--- config.mk ---
export PLATFORM = sky130hd
export DESIGN_NAME = jtag_ir_dr_path_flat
export DESIGN_NICKNAME = d
export VERILOG_FILES = /design/src/rtl/jtag_pkg.sv /design/src/rtl/jtag_ir_dr_path_if.sv /design/src/rtl/jtag_shift_reg.sv /design/src/rtl/jtag_ir_dr_path.sv /design/src/flat_wrapper.sv
export SDC_FILE = /design/constraint.sdc
export NUM_CORES = 1
export LEC_CHECK = 0
export CAP_MARGIN = 0
export CORE_ASPECT_RATIO = 2
export CORE_UTILIZATION = 60
export CTS_CLUSTER_DIAMETER = 100
export DETAILED_ROUTE_END_ITERATION = 10
export GPL_TIMING_DRIVEN = 0
export PLACE_DENSITY = 0.89
export SLEW_MARGIN = 40
export SYNTH_ARGS = -nofsm -noshare
export SYNTH_HDL_FRONTEND = slang
export SYNTH_HIERARCHICAL = 1
export SYNTH_SLANG_ARGS = --single-unit
--- constraint.sdc ---
create_clock -name TCK -period 3.2 [get_ports TCK]
set_clock_uncertainty 0.15 [all_clocks]
set_input_delay 0.64 -clock TCK [delete_from_list [all_inputs] [get_ports TCK]]
set_output_delay 0.64 -clock TCK [all_outputs]
set_load 0.005 [all_outputs]
--- src/rtl/jtag_pkg.sv ---
// Shared opcodes, capture pattern and DR-select type for the JTAG IR/DR path.
package jtag_pkg;

  // Opcodes are zero-extended to the instruction register width at the use site.
  localparam int unsigned OP_EXTEST = 'h0;
  localparam int unsigned OP_SAMPLE = 'h1;
  localparam int unsigned OP_IDCODE = 'h2;

  // Fixed low bits loaded into the IR shift register on capture.
  localparam logic [1:0] IR_CAPTURE_PAT = 2'b01;

  // Which data register sits between TDI and TDO.
  typedef enum logic [1:0] {
    DrBypass,
    DrIdcode,
    DrBsr
  } dr_sel_e;

  // BYPASS is all ones at whatever width the IR has.
  function automatic logic [31:0] op_bypass(input int unsigned w);
    return (w >= 32) ? 32'hFFFF_FFFF : ((32'd1 << w) - 32'd1);
  endfunction

endpackage

--- src/rtl/jtag_ir_dr_path_if.sv ---
// TAP-side qualifiers, boundary-scan chain hookup and serial/decoded outputs.
interface jtag_ir_dr_path_if #(
  parameter int unsigned IR_W = 4
);
  logic            tlr;
  logic            tdi;
  logic            select;
  logic            capture_ir;
  logic            shift_ir;
  logic            update_ir;
  logic            capture_dr;
  logic            shift_dr;
  logic            update_dr;
  logic            bsr_tdo;
  logic            bsr_tdi;
  logic            bsr_capture;
  logic            bsr_shift;
  logic            bsr_update;
  logic            bs_mode;
  logic [IR_W-1:0] ir_q;
  logic            tdo;
  logic            tdo_en;

  // Driven by the TAP controller / test environment.
  modport master (
    output tlr, tdi, select, capture_ir, shift_ir, update_ir,
    output capture_dr, shift_dr, update_dr, bsr_tdo,
    input  bsr_tdi, bsr_capture, bsr_shift, bsr_update, bs_mode, ir_q, tdo, tdo_en
  );

  // The IR/DR path itself.
  modport slave (
    input  tlr, tdi, select, capture_ir, shift_ir, update_ir,
    input  capture_dr, shift_dr, update_dr, bsr_tdo,
    output bsr_tdi, bsr_capture, bsr_shift, bsr_update, bs_mode, ir_q, tdo, tdo_en
  );

endinterface

--- src/rtl/jtag_shift_reg.sv ---
// Generic capture/shift register, LSB shifted out first, MSB fed from serial in.
module jtag_shift_reg #(
  parameter int unsigned   W       = 4,
  parameter logic [W-1:0]  RST_VAL = '0
) (
  input  logic         clk_i,
  input  logic         rst_i,
  input  logic         capture_i,
  input  logic         shift_i,
  input  logic [W-1:0] cap_val_i,
  input  logic         sdi_i,
  output logic [W-1:0] q_o
);

  logic [W-1:0] sr_q, sr_d;

  // Next state: capture wins over shift, otherwise hold.
  always_comb begin
    sr_d = sr_q;
    if (capture_i) begin
      sr_d = cap_val_i;
    end else if (shift_i) begin
      sr_d = {sdi_i, sr_q[W-1:1]};
    end
  end

  // State register with asynchronous reset.
  always_ff @(posedge clk_i or posedge rst_i) begin
    if (rst_i) begin
      sr_q <= RST_VAL;
    end else begin
      sr_q <= sr_d;
    end
  end

  assign q_o = sr_q;

endmodule

--- src/rtl/jtag_ir_dr_path.sv ---
// JTAG instruction register, decode, BYPASS/IDCODE DRs, BSR strobe gating and TDO retiming.
module jtag_ir_dr_path
  import jtag_pkg::*;
#(
  parameter int unsigned IR_W       = 4,
  parameter logic [31:0] IDCODE_VAL = 32'h1234_5677
) (
  input logic               TCK,
  input logic               TRST,
  jtag_ir_dr_path_if.slave  bus
);

  localparam logic [IR_W-1:0] OpExtest = IR_W'(OP_EXTEST);
  localparam logic [IR_W-1:0] OpSample = IR_W'(OP_SAMPLE);
  localparam logic [IR_W-1:0] OpIdcode = IR_W'(OP_IDCODE);
  localparam logic [IR_W-1:0] OpBypass = IR_W'(op_bypass(IR_W));
  localparam logic [IR_W-1:0] IrCapVal = IR_W'(IR_CAPTURE_PAT);

  logic [IR_W-1:0] ir_sr_q;
  logic [IR_W-1:0] ir_q_q, ir_q_d;
  logic [31:0]     id_sr_q;
  logic            bypass_q, bypass_d;
  logic            tdo_q, tdo_d;
  logic            tdo_en_q, tdo_en_d;
  dr_sel_e         dr_sel;
  logic            sel_bsr, sel_id, sel_byp;
  logic            unused_id_hi;

  // IR shift register: capture pattern, shift LSB-first.
  jtag_shift_reg #(
    .W       (IR_W),
    .RST_VAL ('0)
  ) u_ir_sr (
    .clk_i     (TCK),
    .rst_i     (TRST),
    .capture_i (bus.capture_ir),
    .shift_i   (bus.shift_ir),
    .cap_val_i (IrCapVal),
    .sdi_i     (bus.tdi),
    .q_o       (ir_sr_q)
  );

  // IDCODE DR, only active while IDCODE is the current instruction.
  jtag_shift_reg #(
    .W       (32),
    .RST_VAL (IDCODE_VAL)
  ) u_id_sr (
    .clk_i     (TCK),
    .rst_i     (TRST),
    .capture_i (bus.capture_dr & sel_id),
    .shift_i   (bus.shift_dr & sel_id),
    .cap_val_i (IDCODE_VAL),
    .sdi_i     (bus.tdi),
    .q_o       (id_sr_q)
  );

  // Only bit 0 of IDCODE feeds TDO; the rest lives inside the shift register.
  assign unused_id_hi = ^id_sr_q[31:1];

  // Instruction decode from the updated IR only; unknown opcodes fall back to BYPASS.
  always_comb begin
    case (ir_q_q)
      OpExtest, OpSample: dr_sel = DrBsr;
      OpIdcode:           dr_sel = DrIdcode;
      OpBypass:           dr_sel = DrBypass;
      default:            dr_sel = DrBypass;
    endcase
  end

  assign sel_bsr = (dr_sel == DrBsr);
  assign sel_id  = (dr_sel == DrIdcode);
  assign sel_byp = (dr_sel == DrBypass);

  // Instruction update; TLR forces IDCODE, update loses to capture/shift in the same cycle.
  always_comb begin
    ir_q_d = ir_q_q;
    if (bus.tlr) begin
      ir_q_d = OpIdcode;
    end else if (bus.update_ir && !bus.capture_ir && !bus.shift_ir) begin
      ir_q_d = ir_sr_q;
    end
  end

  // Updated instruction register.
  always_ff @(posedge TCK or posedge TRST) begin
    if (TRST) begin
      ir_q_q <= OpIdcode;
    end else begin
      ir_q_q <= ir_q_d;
    end
  end

  // BYPASS DR next state: capture clears, shift loads TDI.
  always_comb begin
    bypass_d = bypass_q;
    if (sel_byp && bus.capture_dr) begin
      bypass_d = 1'b0;
    end else if (sel_byp && bus.shift_dr) begin
      bypass_d = bus.tdi;
    end
  end

  // BYPASS DR register.
  always_ff @(posedge TCK or posedge TRST) begin
    if (TRST) begin
      bypass_q <= 1'b0;
    end else begin
      bypass_q <= bypass_d;
    end
  end

  // TDO source select; tdo holds whenever no shift is in progress.
  always_comb begin
    tdo_en_d = bus.shift_ir | bus.shift_dr;
    tdo_d    = tdo_q;
    if (tdo_en_d) begin
      if (bus.select) begin
        tdo_d = ir_sr_q[0];
      end else if (sel_bsr) begin
        tdo_d = bus.bsr_tdo;
      end else if (sel_id) begin
        tdo_d = id_sr_q[0];
      end else begin
        tdo_d = bypass_q;
      end
    end
  end

  // TDO is retimed on the falling edge so it is stable for the next rising edge.
  always_ff @(negedge TCK or posedge TRST) begin
    if (TRST) begin
      tdo_q    <= 1'b0;
      tdo_en_q <= 1'b0;
    end else begin
      tdo_q    <= tdo_d;
      tdo_en_q <= tdo_en_d;
    end
  end

  assign bus.bsr_tdi     = bus.tdi;
  assign bus.bsr_capture = bus.capture_dr & sel_bsr;
  assign bus.bsr_shift   = bus.shift_dr & sel_bsr;
  assign bus.bsr_update  = bus.update_dr & sel_bsr;
  assign bus.bs_mode     = (ir_q_q == OpExtest);
  assign bus.ir_q        = ir_q_q;
  assign bus.tdo         = tdo_q;
  assign bus.tdo_en      = tdo_en_q;

endmodule

--- src/flat_wrapper.sv ---
// flat-port wrapper written by rule: the top's interface ports become plain ports
module jtag_ir_dr_path_flat import jtag_pkg::*;
#(
  parameter int unsigned IR_W       = 4,
  parameter logic [31:0] IDCODE_VAL = 32'h1234_5677
)
  (TCK, TRST, bus_tlr, bus_tdi, bus_select, bus_capture_ir, bus_shift_ir, bus_update_ir, bus_capture_dr, bus_shift_dr, bus_update_dr, bus_bsr_tdo, bus_bsr_tdi, bus_bsr_capture, bus_bsr_shift, bus_bsr_update, bus_bs_mode, bus_ir_q, bus_tdo, bus_tdo_en);
  jtag_ir_dr_path_if #(.IR_W(IR_W)) bus_i ();
  input logic TCK;
  input logic TRST;
  input wire logic [$bits(bus_i.tlr)-1:0] bus_tlr;
  input wire logic [$bits(bus_i.tdi)-1:0] bus_tdi;
  input wire logic [$bits(bus_i.select)-1:0] bus_select;
  input wire logic [$bits(bus_i.capture_ir)-1:0] bus_capture_ir;
  input wire logic [$bits(bus_i.shift_ir)-1:0] bus_shift_ir;
  input wire logic [$bits(bus_i.update_ir)-1:0] bus_update_ir;
  input wire logic [$bits(bus_i.capture_dr)-1:0] bus_capture_dr;
  input wire logic [$bits(bus_i.shift_dr)-1:0] bus_shift_dr;
  input wire logic [$bits(bus_i.update_dr)-1:0] bus_update_dr;
  input wire logic [$bits(bus_i.bsr_tdo)-1:0] bus_bsr_tdo;
  output wire logic [$bits(bus_i.bsr_tdi)-1:0] bus_bsr_tdi;
  output wire logic [$bits(bus_i.bsr_capture)-1:0] bus_bsr_capture;
  output wire logic [$bits(bus_i.bsr_shift)-1:0] bus_bsr_shift;
  output wire logic [$bits(bus_i.bsr_update)-1:0] bus_bsr_update;
  output wire logic [$bits(bus_i.bs_mode)-1:0] bus_bs_mode;
  output wire logic [$bits(bus_i.ir_q)-1:0] bus_ir_q;
  output wire logic [$bits(bus_i.tdo)-1:0] bus_tdo;
  output wire logic [$bits(bus_i.tdo_en)-1:0] bus_tdo_en;
  assign bus_i.tlr = bus_tlr;
  assign bus_i.tdi = bus_tdi;
  assign bus_i.select = bus_select;
  assign bus_i.capture_ir = bus_capture_ir;
  assign bus_i.shift_ir = bus_shift_ir;
  assign bus_i.update_ir = bus_update_ir;
  assign bus_i.capture_dr = bus_capture_dr;
  assign bus_i.shift_dr = bus_shift_dr;
  assign bus_i.update_dr = bus_update_dr;
  assign bus_i.bsr_tdo = bus_bsr_tdo;
  assign bus_bsr_tdi = bus_i.bsr_tdi;
  assign bus_bsr_capture = bus_i.bsr_capture;
  assign bus_bsr_shift = bus_i.bsr_shift;
  assign bus_bsr_update = bus_i.bsr_update;
  assign bus_bs_mode = bus_i.bs_mode;
  assign bus_ir_q = bus_i.ir_q;
  assign bus_tdo = bus_i.tdo;
  assign bus_tdo_en = bus_i.tdo_en;
  jtag_ir_dr_path #(.IR_W(IR_W), .IDCODE_VAL(IDCODE_VAL)) u_core (.TCK(TCK), .TRST(TRST), .bus(bus_i));
endmodule
==> results.cfg, run 1 <==
[critical_path]
reg2reg_from = u_core/bus.ir_q[2]$_DFFE_PP0P_
r2r_cells = 3
crit_type = flop to primary output
worstSetupStartpointType = flop
cp_cell_sequence = buf_2
critPathMaxFanout = 2
rr_endpoint = u_core/bus.tdo$_DFFE_NP0P_
critPathBufInv = 1
cpLargestDelayFamily = flip-flops
end_kind = primary output
worstPathArrival_ns = 2.44
critPathMaxStageDelay_ns = 0.43
crit_required_ns = 2.41
cp_slowest_cell = dfrtn_1
reg2reg_slack_ns = 0.14

[yosys]
synth-xor-area-share = 0
avgSynthCellArea_um2 = 10.7
synth-simple-area-share = 0.127
synth_top_family_by_area = multiplexers
async_flop_share = 1.00
synth-seq-area-share = 0.509
synth_cell_type_count = 31
synthFlopType = dfrtp_1
synthCells = 201
synth_warnings = 6
netlist_area_um2 = 2150
synth_compound_area_frac = 0.114
synth_mux_area_frac = 0.181
synth_edf_count = 0
ys_ff_latch = 43
synth_fa_ha_area_frac = 0

[place]
io_buffer_count = 22
dp_hpwl_um = 2990
dpl.cell_count = 305
gp_congestion = 0.716
place_ws_ns = -0.513

[run]
cap_viol_max_count = 0

[global_route]
grt_max_degree = 33
grt_pass1_wl_um = 6790
overflow = 0
grt_pass1_vias = 1549
gr-usage-all-layers = 0.239
antenna_found_initial = 0

[run_status]
violations = negative setup slack
run_status = finished, violations left

[sta]
finalSetupViolCount = 1
drv_slew = 0
rsz0062_at_grt = yes
setup_slack_ns = -0.0299
worst_pin_slew_ns = 0.655
fin_hold_ws_ns = 0.406
relSlewSlack = 0.563
finalHoldViolations = 0

[layout]
nNetsFinal = 276
area_delta_synth_final_pct = 24.9
mostFrequentLayoutCells = 39 x mux2i_1, 36 x nand2_1, 36 x conb_1
instances_no_fill = 313
drive_above_1_share = 0.177
fillers = 247
antennaDiodeCount = 0
final_common_cell = mux2i_1

[die]
start_util = 0.630
die_area_um2 = 3850
die_w_um = 44.4
die_y_um = 86.7
core_um2 = 3420
core.rowCount = 30
io_pins = 23

[min_path]
hold_path_depth = 2
hold_end = u_core/u_id_sr/q_o[14]$_DFFE_PP1P_
min_from = u_core/u_id_sr/q_o[14]$_DFFE_PP1P_
hp-class = flop to flop

[power]
power.density_nw_per_um2 = 571
peakVddDrop_mv = 0.446
leakage_nw = 1.24

[clock_network]
cts_tree = yes
post-cts-setup-buffers = 0
numCtsBuffers = 5
cts-root-buf = clkbuf_8
htreeDepth = 2
clk_path_buf_depth = 2
clk_pin_slew_ns = 0.08
cts.sinks = 43
worstSkewPairLatency_ns = 0.29

[route]
wl_per_cell_um = 13.1
initialDrtViolationCount = 19
via_per_inst = 4.92
drt-total-wl_um = 4100
dr_total_vias = 1541
drt_first_pass_iters = 4
drt.antenna.violating_nets = 0
drcViolationCount = 0
==> through the flow <==
stage	area, µm²	setup TNS (ns)	utilization	power [mW]
2_1_floorplan	2280	0	-	0.959
3_3_place_gp	2560	-0.895	0.750	1.03
3_5_place_dp	2560	-0.898	0.750	1.05
4_1_cts	2680	-0.0269	0.785	1.54
5_1_grt	2690	-0.0598	0.788	1.61
6_report	2690	-0.0299	0.788	1.53
==> metal layers <==
metal  track usage  vias up  wire [µm]
met4        0.0909        0         83
met2         0.447       27       2330
met1         0.254      722       1600
li1              -      783          -
met3        0.0375        9         91
met5             0        -          0
==> state kept, by name (all words and copies together), names as in the netlist <==
name,flops
u_core/bus.ir_q,4
u_core/bus.tdo,1
u_core/bus.tdo_en,1
u_core/bypass_q,1
u_core/u_id_sr/q_o,32
u_core/u_ir_sr/q_o,4
==> area by class of cell <==
| type | instances | area, µm² | area share |
|---|---|---|---|
| plain buffers | 13 | 125 | 0.0465 |
| clock inverters | 2 | 60.1 | 0.0223 |
| repair buffers | 22 | 210 | 0.0781 |
| clock buffers | 6 | 72.6 | 0.0270 |
| multi-input cells | 175 | 1050 | 0.391 |
| flip-flops and latches | 43 | 1100 | 0.407 |
| inverters | 4 | 15.0 | 0.00558 |
| well taps | 48 | 60.1 | 0.0223 |
==> synthesized netlist by cell type, drive strengths merged, types with 2 or more instances <==
master,count,area [µm²]
a211o,2,18.8
a31oi,2,12.5
and2,3,18.8
and4b,2,22.5
buf,13,125
conb,2,7.51
dfrtn,2,50.1
dfrtp,25,626
dfstp,16,420
inv,4,15.0
mux2i,39,390
nand2,36,135
nor2,4,15.0
nor2b,3,18.8
nor3b,2,26.3
nor4,2,12.5
o21ai,37,193
==> report_power, final <==
part | total [mW] | internal (mW) | switching, mW
clock | 0.494 | 0.312 | 0.182
combinational | 0.306 | 0.153 | 0.154
sequential | 0.735 | 0.672 | 0.0624
total | 1.53 | 1.14 | 0.398
==> cell families (layout without fill, tap and decap cells) <==
kind of cell / count (synthesis) / in the layout
other: 2 / 36
buffers and inverters: 17 / 47
flip-flops: 43 / 43
AND/OR/NAND/NOR: 56 / 56
multiplexers: 39 / 39
AO/OA/AOI/OAI: 44 / 44
==> how the worst max path moves through the flow <==
stage	startpoint	cells past startpoint	to
floorplan	bus_bsr_tdo	3	u_core/bus.tdo$_DFFE_NP0P_
global placement	bus_shift_ir	4	u_core/bus.tdo$_DFFE_NP0P_
detailed placement	bus_shift_ir	4	u_core/bus.tdo$_DFFE_NP0P_
CTS	u_core/bus.tdo$_DFFE_NP0P_	1	bus_tdo
global route	u_core/bus.tdo$_DFFE_NP0P_	1	bus_tdo
finish	u_core/bus.tdo$_DFFE_NP0P_	1	bus_tdo
==> what timing repair did <==
item,CTS,global route
setup endpoints to repair,3,3
pin swaps,0,3
gates resized for setup,10,2
hold buffers,0,0
(Power assumes the default switching activity.)
==> run 2: changes to the inputs <==
--- a/config.mk
+++ b/config.mk
@@ -7,11 +7,11 @@
 export LEC_CHECK = 0
 export CAP_MARGIN = 0
 export CORE_ASPECT_RATIO = 2
-export CORE_UTILIZATION = 60
+export CORE_UTILIZATION = 49
 export CTS_CLUSTER_DIAMETER = 100
 export DETAILED_ROUTE_END_ITERATION = 10
 export GPL_TIMING_DRIVEN = 0
-export PLACE_DENSITY = 0.89
+export PLACE_DENSITY = 0.76
 export SLEW_MARGIN = 40
 export SYNTH_ARGS = -nofsm -noshare
 export SYNTH_HDL_FRONTEND = slang
==> results.cfg, run 2 (synthesis results as in run 1) <==
[min_path]
min_from = u_core/u_id_sr/q_o[2]$_DFFE_PP1P_
hp-class = flop to flop
hold_path_depth = 2
hold_end = u_core/u_id_sr/q_o[2]$_DFFE_PP1P_

[layout]
mostFrequentLayoutCells = 39 x mux2i_1, 36 x nand2_1, 36 x conb_1
area_delta_synth_final_pct = 23.3
largest_reg_flops = 32
antennaDiodeCount = 0
nNetsFinal = 276
fin_area_um2 = 2660
final_common_cell = mux2i_1
drive_above_1_share = 0.174

[place]
place_ws_ns = -0.546
dp_hpwl_um = 2880
gp_congestion = 0.716
io_buffer_count = 22
dpl_cell_area_um2 = 2570

[power]
peakVddDrop_mv = 0.584
power.density_nw_per_um2 = 541
leakage_nw = 1.22
power_mw = 1.44

[critical_path]
cp_slowest_cell = dfrtn_1
critPathMaxStageDelay_ns = 0.40
critPathBufInv = 1
crit_type = flop to primary output
rr_endpoint = u_core/bus.tdo$_DFFE_NP0P_
worstSetupStartpointType = flop
crit_required_ns = 2.41
end_kind = primary output
crit_cells = 1
reg2reg_from = u_core/bus.ir_q[2]$_DFFE_PP0P_
critPathMaxFanout = 2
worstPathArrival_ns = 2.40
cp_cell_sequence = buf_2
reg2reg_slack_ns = 0.11
cpLargestDelayFamily = flip-flops
r2r_cells = 3

[sta]
rsz0062_at_grt = yes
setup_slack_ns = 0.0149
worst_pin_slew_ns = 0.658
finalHoldViolations = 0
finalSetupViolCount = 0
relSlewSlack = 0.561
drv_slew = 0

[route]
drt-total-wl_um = 3970
drt_first_pass_iters = 4
drcViolationCount = 0
dr_total_vias = 1522
via_per_inst = 4.80
wl_per_cell_um = 12.5
initialDrtViolationCount = 21
drt.antenna.violating_nets = 0

[die]
start_util = 0.516
die_area_um2 = 4680
die_w_um = 48.9
io_pins = 23
core.rowCount = 33
die_y_um = 95.8
core_um2 = 4170

[clock_network]
numCtsBuffers = 5
clk_path_buf_depth = 2
cts_tree = yes
cts.sinks = 43
htreeDepth = 2
worstSkewPairLatency_ns = 0.29
post-cts-setup-buffers = 0
clk_pin_slew_ns = 0.07
cts-root-buf = clkbuf_8

[global_route]
grt_pass1_wl_um = 6770
overflow = 0
grt_max_degree = 33
gr-usage-all-layers = 0.191
antenna_found_initial = 0
grt_pass1_vias = 1534

[run_status]
run_status = finished clean

[run]
cap_viol_max_count = 0
==> run 2: tightest hold or removal path, cell delays in order, from the launching register on <==
cell and delay, ns:
dfstp_2 0.37, mux2i_1 0.12, o21ai_1 0.07
==> run 2: stage by stage <==
step,TNS [ns],hold WS (ns),cells,util
2_1_floorplan,0,0.256,235,-
3_3_place_gp,-0.878,0.391,309,0.615
3_5_place_dp,-0.948,0.398,309,0.615
4_1_cts,0,0.413,317,0.638
5_1_grt,-0.00508,0.436,317,0.637
6_report,0,0.408,317,0.637
==> run 2: how the worst max path moves through the flow <==
stage                                       endpoint                       start
after floorplan           u_core/bus.tdo$_DFFE_NP0P_                 bus_bsr_tdo
final                                        bus_tdo  u_core/bus.tdo$_DFFE_NP0P_
after CTS                                    bus_tdo  u_core/bus.tdo$_DFFE_NP0P_
after detailed placement  u_core/bus.tdo$_DFFE_NP0P_                bus_shift_ir
after global routing                         bus_tdo  u_core/bus.tdo$_DFFE_NP0P_
after global placement    u_core/bus.tdo$_DFFE_NP0P_                bus_shift_ir
==> run 2: power breakdown <==
part / switching [mW] / total, mW / internal, mW / leakage [nW]
sequential: 0.0605 / 0.733 / 0.672 / 0.500
combinational: 0.149 / 0.301 / 0.152 / 0.670
clock: 0.169 / 0.402 / 0.233 / 0.0524
==> run 2: cell type report <==
cell class | instances | area [µm²]
Buffer | 13 | 125
Fill cell | 351 | 1520
Timing Repair Buffer | 22 | 203
Clock buffer | 7 | 76.3
Sequential cell | 43 | 1100
Tap cell | 52 | 65.1
Clock inverter | 1 | 30.0
Multi-Input combinational cell | 175 | 1040
Inverter | 4 | 15.0
==> run 2: what timing repair did <==
item,4_1_cts,5_1_grt
hold buffers,0,0
endpoints found under the setup margin,3,2
gates cloned,0,0
resized for setup,11,2
pin swaps,2,1
==> run 2: routing by layer <==
layer | routed length, µm | part of all wire | vias up | GRT usage
met4 | 39 | 0.0098 | 0 | 0.0809
met3 | 76 | 0.019 | 2 | 0.0237
met2 | 2290 | 0.58 | 20 | 0.376
met5 | 0 | 0 | - | 0
met1 | 1560 | 0.39 | 714 | 0.198
li1 | - | - | 786 | -
